===== config.mk =====
export PLATFORM = sky130hd
export DESIGN_NAME = peripheral_wb_burst_master
export DESIGN_NICKNAME = d
export VERILOG_FILES = /design/src/rtl/peripheral_wb_burst_master.sv
export SDC_FILE = /design/constraint.sdc
export NUM_CORES = 1
export LEC_CHECK = 0
export CORE_AREA = 2 2 139 127
export DETAILED_ROUTE_END_ITERATION = 6
export DIE_AREA = 0 0 141 129
export GPL_TIMING_DRIVEN = 0
export PLACE_DENSITY = 0.76
export SYNTH_ARGS = -nofsm -noshare
export SYNTH_HDL_FRONTEND = slang
export SYNTH_SLANG_ARGS = --single-unit

===== constraint.sdc =====
create_clock -name wb_clk -period 2.1 [get_ports wb_clk]
set_clock_uncertainty 0.2 [all_clocks]
set_input_delay 0.21 -clock wb_clk [delete_from_list [all_inputs] [get_ports wb_clk]]
set_output_delay 0.21 -clock wb_clk [all_outputs]
set_load 0.02 [all_outputs]

===== src/rtl/peripheral_wb_burst_master.sv =====
// Wishbone B3 burst master: converts a command stream into classic or incrementing/wrapping
// burst cycles, streams write/read beats through side ports and reports completion status.
//
// state  | meaning
// IDLE   | ready for a command, bus released
// WFETCH | waiting for the next write beat from wdat, stb low
// BUS    | beat presented, waiting for ack/err/rty or watchdog expiry
// DONE   | one-cycle completion pulse, no command accepted
module peripheral_wb_burst_master #(
    parameter int DW      = 32,
    parameter int AW      = 32,
    parameter int LW      = 5,
    parameter int TIMEOUT = 255
) (
    input  logic            wb_clk,
    input  logic            wb_rst,
    input  logic            cmd_valid,
    output logic            cmd_ready,
    input  logic            cmd_we,
    input  logic [AW-1:0]   cmd_adr,
    input  logic [LW-1:0]   cmd_len,
    input  logic [1:0]      cmd_bte,
    input  logic [DW/8-1:0] cmd_sel,
    input  logic            wdat_valid,
    output logic            wdat_ready,
    input  logic [DW-1:0]   wdat,
    output logic            rdat_valid,
    output logic [DW-1:0]   rdat,
    output logic            done,
    output logic            done_err,
    output logic [AW-1:0]   wb_adr_o,
    output logic [DW-1:0]   wb_dat_o,
    output logic [DW/8-1:0] wb_sel_o,
    output logic            wb_we_o,
    output logic            wb_cyc_o,
    output logic            wb_stb_o,
    output logic [2:0]      wb_cti_o,
    output logic [1:0]      wb_bte_o,
    input  logic [DW-1:0]   wb_dat_i,
    input  logic            wb_ack_i,
    input  logic            wb_err_i,
    input  logic            wb_rty_i
);

    localparam int SW = DW / 8;
    localparam int TW = (TIMEOUT > 0) ? $clog2(TIMEOUT + 1) : 1;
    localparam logic [TW-1:0] WD_LOAD = (TIMEOUT > 0) ? TW'(TIMEOUT - 1) : '0;

    typedef enum logic [1:0] {
        IDLE   = 2'd0,
        WFETCH = 2'd1,
        BUS    = 2'd2,
        DONE   = 2'd3
    } state_t;

    state_t        state;
    logic [LW-1:0] beat;
    logic [LW-1:0] last_beat;
    logic [TW-1:0] wd_cnt;

    logic [LW-1:0] cmd_last;
    logic [LW-1:0] next_beat;
    logic          is_last;
    logic          wd_expired;
    logic          term_err;

    // Wrapping bursts only increment the low address bits inside the N*S byte block.
    function automatic logic [AW-1:0] next_adr(input logic [AW-1:0] a, input logic [1:0] bte);
        logic [AW-1:0] mask;
        case (bte)
            2'b01:   mask = AW'(4 * SW - 1);
            2'b10:   mask = AW'(8 * SW - 1);
            2'b11:   mask = AW'(16 * SW - 1);
            default: mask = '1;
        endcase
        return (a & ~mask) | ((a + AW'(SW)) & mask);
    endfunction

    function automatic logic [2:0] beat_cti(input logic [LW-1:0] idx, input logic [LW-1:0] last);
        if (last == '0)
            return 3'b000;
        else if (idx == last)
            return 3'b111;
        else
            return 3'b010;
    endfunction

    always_comb begin
        cmd_last   = (cmd_len == '0) ? '0 : cmd_len - 1'b1;
        next_beat  = beat + 1'b1;
        is_last    = (beat == last_beat);
        wd_expired = (TIMEOUT > 0) && (state == BUS) && (wd_cnt == '0) && !wb_ack_i;
        term_err   = (state == BUS) && (wb_err_i || wb_rty_i || wd_expired);
        cmd_ready  = wb_rst && (state == IDLE);
        // The next write beat is requested in the same cycle as the ack so bursts stay gapless.
        wdat_ready = wb_rst && ((state == WFETCH) ||
                     ((state == BUS) && wb_we_o && wb_ack_i && !term_err && !is_last));
    end

    always_ff @(posedge wb_clk) begin
        if (!wb_rst) begin
            state      <= IDLE;
            beat       <= '0;
            last_beat  <= '0;
            wd_cnt     <= '0;
            rdat_valid <= 1'b0;
            rdat       <= '0;
            done       <= 1'b0;
            done_err   <= 1'b0;
            wb_adr_o   <= '0;
            wb_dat_o   <= '0;
            wb_sel_o   <= '0;
            wb_we_o    <= 1'b0;
            wb_cyc_o   <= 1'b0;
            wb_stb_o   <= 1'b0;
            wb_cti_o   <= 3'b000;
            wb_bte_o   <= 2'b00;
        end else begin
            rdat_valid <= 1'b0;
            done       <= 1'b0;
            done_err   <= 1'b0;

            if ((state == BUS) && !wb_ack_i && !term_err)
                wd_cnt <= wd_cnt - 1'b1;
            else
                wd_cnt <= WD_LOAD;

            case (state)
                IDLE: begin
                    if (cmd_valid) begin
                        wb_adr_o  <= cmd_adr;
                        wb_sel_o  <= cmd_sel;
                        wb_we_o   <= cmd_we;
                        wb_bte_o  <= cmd_bte;
                        wb_cti_o  <= beat_cti('0, cmd_last);
                        beat      <= '0;
                        last_beat <= cmd_last;
                        if (cmd_we) begin
                            state <= WFETCH;
                        end else begin
                            wb_cyc_o <= 1'b1;
                            wb_stb_o <= 1'b1;
                            state    <= BUS;
                        end
                    end
                end

                WFETCH: begin
                    if (wdat_valid) begin
                        wb_dat_o <= wdat;
                        wb_cyc_o <= 1'b1;
                        wb_stb_o <= 1'b1;
                        state    <= BUS;
                    end
                end

                BUS: begin
                    if (term_err) begin
                        wb_cyc_o <= 1'b0;
                        wb_stb_o <= 1'b0;
                        wb_cti_o <= 3'b000;
                        done     <= 1'b1;
                        done_err <= 1'b1;
                        state    <= DONE;
                    end else if (wb_ack_i) begin
                        if (!wb_we_o) begin
                            rdat       <= wb_dat_i;
                            rdat_valid <= 1'b1;
                        end
                        beat <= next_beat;
                        if (is_last) begin
                            wb_cyc_o <= 1'b0;
                            wb_stb_o <= 1'b0;
                            wb_cti_o <= 3'b000;
                            done     <= 1'b1;
                            state    <= DONE;
                        end else begin
                            wb_adr_o <= next_adr(wb_adr_o, wb_bte_o);
                            wb_cti_o <= beat_cti(next_beat, last_beat);
                            if (wb_we_o) begin
                                if (wdat_valid) begin
                                    wb_dat_o <= wdat;
                                end else begin
                                    wb_stb_o <= 1'b0;
                                    state    <= WFETCH;
                                end
                            end
                        end
                    end
                end

                DONE: begin
                    state <= IDLE;
                end

                default: begin
                    state <= IDLE;
                end
            endcase
        end
    end

endmodule


* After elaboration in Yosys (flattened, before gate mapping)
Cells that the tools add are included.
** Cells by class
- $add $sub $neg :: 4
- Eq/ne operators :: 19
- Muxes and demuxes :: 58
- Bitwise logic cells :: 9
- Reduce and logical (&&, ||, !) cells :: 37
** Operators with widths (number)
- 2-to-1 mux 32 bit :: 14
- one-hot mux 32 bit (2 select lines) :: 2
- one-hot mux 32 bit (3 select lines) :: 1
- bitwise AND 32 bit :: 2
- adder 32 x 3 -> 32 bit, second input constant :: 1
- inverter 32 bit :: 1
- bitwise OR 32 bit :: 1
- 2-to-1 mux 5 bit :: 4
- 2-to-1 mux 2 bit :: 9
- 2-to-1 mux 3 bit :: 6
- 2-to-1 mux 1 bit :: 16
- logical NOT 5 bit :: 3
- AND reduction 5 bit :: 3
- != test 2 bit, second input constant :: 7
- logical AND 1 bit :: 11
- == test 5 bit :: 2
- one-hot mux 5 bit (2 select lines) :: 1
- == test 2 bit, second input constant :: 4
- logical NOT 8 bit :: 1
- 2-to-1 mux 8 bit :: 1
- != test 4 bit, second input constant :: 2
- one-hot mux 2 bit (4 select lines) :: 1
- AND reduction 4 bit :: 2
- subtractor 8 x 1 -> 8 bit, second input constant :: 1
- other kinds (17) :: 31
** Word-level totals
- Register bits :: 131
- Input bits :: 115
- Output and inout bits :: 113
- Logic and storage cells :: 144

* Longest topological paths before layout
- Depth in word-level cells :: 15
- Gate-level depth with buffers :: 8
- Mapped depth without buffers :: 7

* Worst setup path after synthesis
No wires, ideal clock.
- Path kind :: register -> output
- Start point :: register state[1]
- End point :: output wdat_ready
- Data arrival time :: 1907 ps
- Required time :: 1690 ps
- Slack :: -217 ps
- Cell stages (with the launch flop) :: 8
- Buffers on the path :: 3
- Cells stage by stage :: dfxtp_1 clkbuf_1 nor4b_1 nand3_1 a21o_1 buf_2 buf_2 a21oi_1
** On the way
- Longest elaborated chain between the ends :: 10
- Elaborated cells between the ends (all ways) :: 13
- Classes of those cells :: eq/ne: 2; reduce/logical: 11
** Ends and longest elaborated chain
- start, declared :: RTL line 56 : state_t state;
- start signal, assigned :: RTL line 102 : state <= IDLE;
- start signal, assigned :: RTL line 139 : state <= WFETCH;
- start signal, assigned :: RTL line 143 : state <= BUS;
- == test 2 bit :: RTL line 92, 93, 97
- logical AND 1 bit (2 in series) :: RTL line 92 : wd_expired = (TIMEOUT > 0) && (state == BUS) && (wd_cnt == '0) && !wb_ack_i;
- logical OR 1 bit :: RTL line 93 : term_err = (state == BUS) && (wb_err_i || wb_rty_i || wd_expired);
- logical AND 1 bit :: RTL line 93
- logical NOT 1 bit :: RTL line 97 : ((state == BUS) && wb_we_o && wb_ack_i && !term_err && !is_last));
- logical AND 1 bit (2 in series) :: RTL line 97
- logical OR 1 bit * :: RTL line 96 : wdat_ready = wb_rst && ((state == WFETCH) ||
- logical AND 1 bit * :: RTL line 96
- end, declared :: RTL line 25 : output logic wdat_ready,
Mark *: on every way between the ends. The rest lies on a longest branch, timed or not.

==> results.sh <==
export IMPL_drv_cap=0
export IMPL_slew_viol_final=0
export IMPL_async_flop_share=0
export IMPL_path_clk_slew_ps=60
export IMPL_fin_util=0.651
export IMPL_synthAdderAreaFrac=0.0145
export IMPL_start_util=0.414
export IMPL_synthMuxAreaShare=0.00307
export IMPL_crit_fanout=6
export IMPL_grt_start_max_net_pins=17
export IMPL_firstDrtPassIters=5
export IMPL_n_fill_cell=1352
export IMPL_finalCritPeriodShare=1.08
export IMPL_rows=45
export IMPL_gp_congestion=0.920
export IMPL_io_pins=228
export IMPL_cts_buffers=17
export IMPL_cp_end_kind="register"
export IMPL_wl_per_cell_um=19.6
export IMPL_violations="setup timing"
export IMPL_dieHeight_um=129
export IMPL_seq_area_um2=2650
export IMPL_grt_antenna_before_repair=0
export IMPL_cp_arrival_ps=2430
export IMPL_synthCells=882
export IMPL_fmax_mhz=440
export IMPL_tritoncts="yes"
export IMPL_worstMarginPinSlew_ps=850
export IMPL_drive_gt1_frac=0.173
export IMPL_cellLeakagePower_nw=3.80
export IMPL_cts_hold_buffers_added=0
export IMPL_synth_xor_area_frac=0.0266
export IMPL_worstPathRequired_ps=2260
export IMPL_powerDensity_nw_per_um2=731
export IMPL_grt_pass1_wl_um=41700
export IMPL_yosys_area_top_type="dfxtp_1"
export IMPL_path_class="reg -> reg"
export IMPL_cts_sinks=130
export IMPL_ys_dominant_reg_cell="dfxtp_1"
export IMPL_ant_nets=0
export IMPL_viasPerCell=6.09
export IMPL_synth_common_cells="130 x dfxtp_1, 126 x nand2_1, 90 x a21oi_1, 66 x clkbuf_1, 53 x nand3_1"
export IMPL_yosys_warnings=0
export IMPL_fin_ws_ps=-173
export IMPL_grt_pass1_vias=7843
export IMPL_dieArea_um2=18200
export IMPL_remaining_drc_errors=0
export IMPL_setup_viol=25
export IMPL_cts_root_buffer="clkbuf_16"
export IMPL_finalCriticalPeriod_ps=2270
export IMPL_finalHoldViolCount=0
export IMPL_hpwl_um=18600
export IMPL_grt_overflow_total=0
export IMPL_status="finished, violations left"
export IMPL_synth_top_area_share=0.376
export IMPL_clockBufferDepth=2
export IMPL_syn_num_nets=1005
export IMPL_vdd_ir_drop_max_mv=0.624
export IMPL_finalNetCount=1292
export IMPL_clock_latency_ps=440
export IMPL_ys_top_cells_by_area="dfxtp_1 38%, nand2_1 6.8%, a21oi_1 6.5%, a41oi_1 4.2%, nand3_1 3.8%"
export IMPL_synth_compound_area_share=0.244
export IMPL_whs_ps=45.2
export IMPL_synth_edf_count=0
export IMPL_hp_class="in -> reg"
export IMPL_startpoint_type="register"
export IMPL_synth_seq_cells=130
export IMPL_fin_tns_setup_ps=-1810
export IMPL_drtIter0Drc=1009
export IMPL_synth_most_common_cell="dfxtp_1"
export IMPL_vias=8483
export IMPL_syn_avg_cell_area_um2=7.85
export IMPL_synthDistinctLibCells=69
export IMPL_die_x_um=141
export IMPL_core_region_area_um2=16700
export IMPL_grt_use_total=0.287
export IMPL_cts_htree_levels=4
export IMPL_wl_um=27300
export IMPL_rsz0062_at_grt="yes"
export IMPL_synthSimpleGateAreaFrac=0.280
export IMPL_synth_top_family_by_area="simple AND/OR/NAND/NOR gates"
export IMPL_syn_area_um2=6920
export IMPL_syn2layout_area_growth_pct=57.3
export IMPL_multi_input_area_um2=4310
export IMPL_port_buffers=225
export IMPL_seq_area_frac_synth=0.376
export IMPL_slew_headroom=0.434
[layout by cell type, fill, tap and decap left out, drive strengths merged, types with 11 or more instances in the layout]
cell           instances
nand2                126
dfxtp                130
a31oi                 11
nor2                  42
a41oi                 33
o211ai                35
inv                   22
nand3                 53
o21ai                 27
nor3                  14
nor3b                 34
xor2                  11
a21oi                 90
clkbuf                74
buf                   72
nand4                 42
nor4                  12
clkdlybuf4s50        223
[stage by stage]
step,instances,worst slack [ps],cell area [um^2],power [mW]
2_1_floorplan,882,0.570,6980,3.91
3_3_place_gp,1318,-964,9490,4.79
3_5_place_dp,1318,-980,9490,4.80
4_1_cts,1375,-179,10500,7.80
5_1_grt,1393,-199,10900,8.24
6_report,1394,-173,10900,7.96
[layout make-up]
type | instances | area share
Multi-Input combinational cell | 654 | 0.395
Tap cell | 211 | 0.0242
Sequential cell | 130 | 0.244
Buffer | 77 | 0.0354
Antenna cell | 1 | 0.000230
Inverter | 13 | 0.00448
Clock inverter | 15 | 0.0128
Timing Repair Buffer | 276 | 0.245
Clock buffer | 17 | 0.0391
[routing by layer]
layer | vias up | wire length (um) | global-route usage
li1 | 3870 | - | -
met1 | 3971 | 10900 | 0.370
met2 | 565 | 12400 | 0.442
met3 | 77 | 3170 | 0.0971
met4 | 0 | 828 | 0.123
met5 | - | 0 | 0
[cells by family after synthesis]
family / count (synthesis)
AO/OA/AOI/OAI: 252
adder cells (fa/ha/maj): 8
XOR/XNOR: 21
flip-flops: 130
AND/OR/NAND/NOR: 371
multiplexers: 2
buffers and inverters: 98
[worst max-delay path: stages, from the launching register on]
cell and delay, ps:
dfxtp_4 380, nand4_1 310, or4_4 600, buf_6 140, or4_1 410, a31oi_1 170
[final timing paths]
| path | slack [ps] | to | depth (start not counted) | from |
|---|---|---|---|---|
| worst min register to register | 250 | rdat[25] | 2 | rdat[25] |
| worst max register to register | -170 | register | 5 | register |
| worst min-delay path | 50 | wb_cti_o[0] | 4 | wb_rst |
| worst max-delay path | -170 | register | 5 | register |
[report_power, final]
group / internal (mW) / total [mW] / switching [mW]
Combinational: 0.982 / 2.13 / 1.15
Clock: 1.57 / 2.92 / 1.35
Sequential: 2.67 / 2.91 / 0.241
Total: 5.22 / 7.96 / 2.74
[timing repair]
| action | 4_1_cts | 5_1_grt |
|---|---|---|
| cloned | 1 | 0 |
| gates resized for setup | 85 | 70 |
| setup endpoints to repair | 121 | 94 |
| pin swaps | 18 | 14 |
| buffers inserted | 30 | 20 |
(Power assumes the default switching activity.)
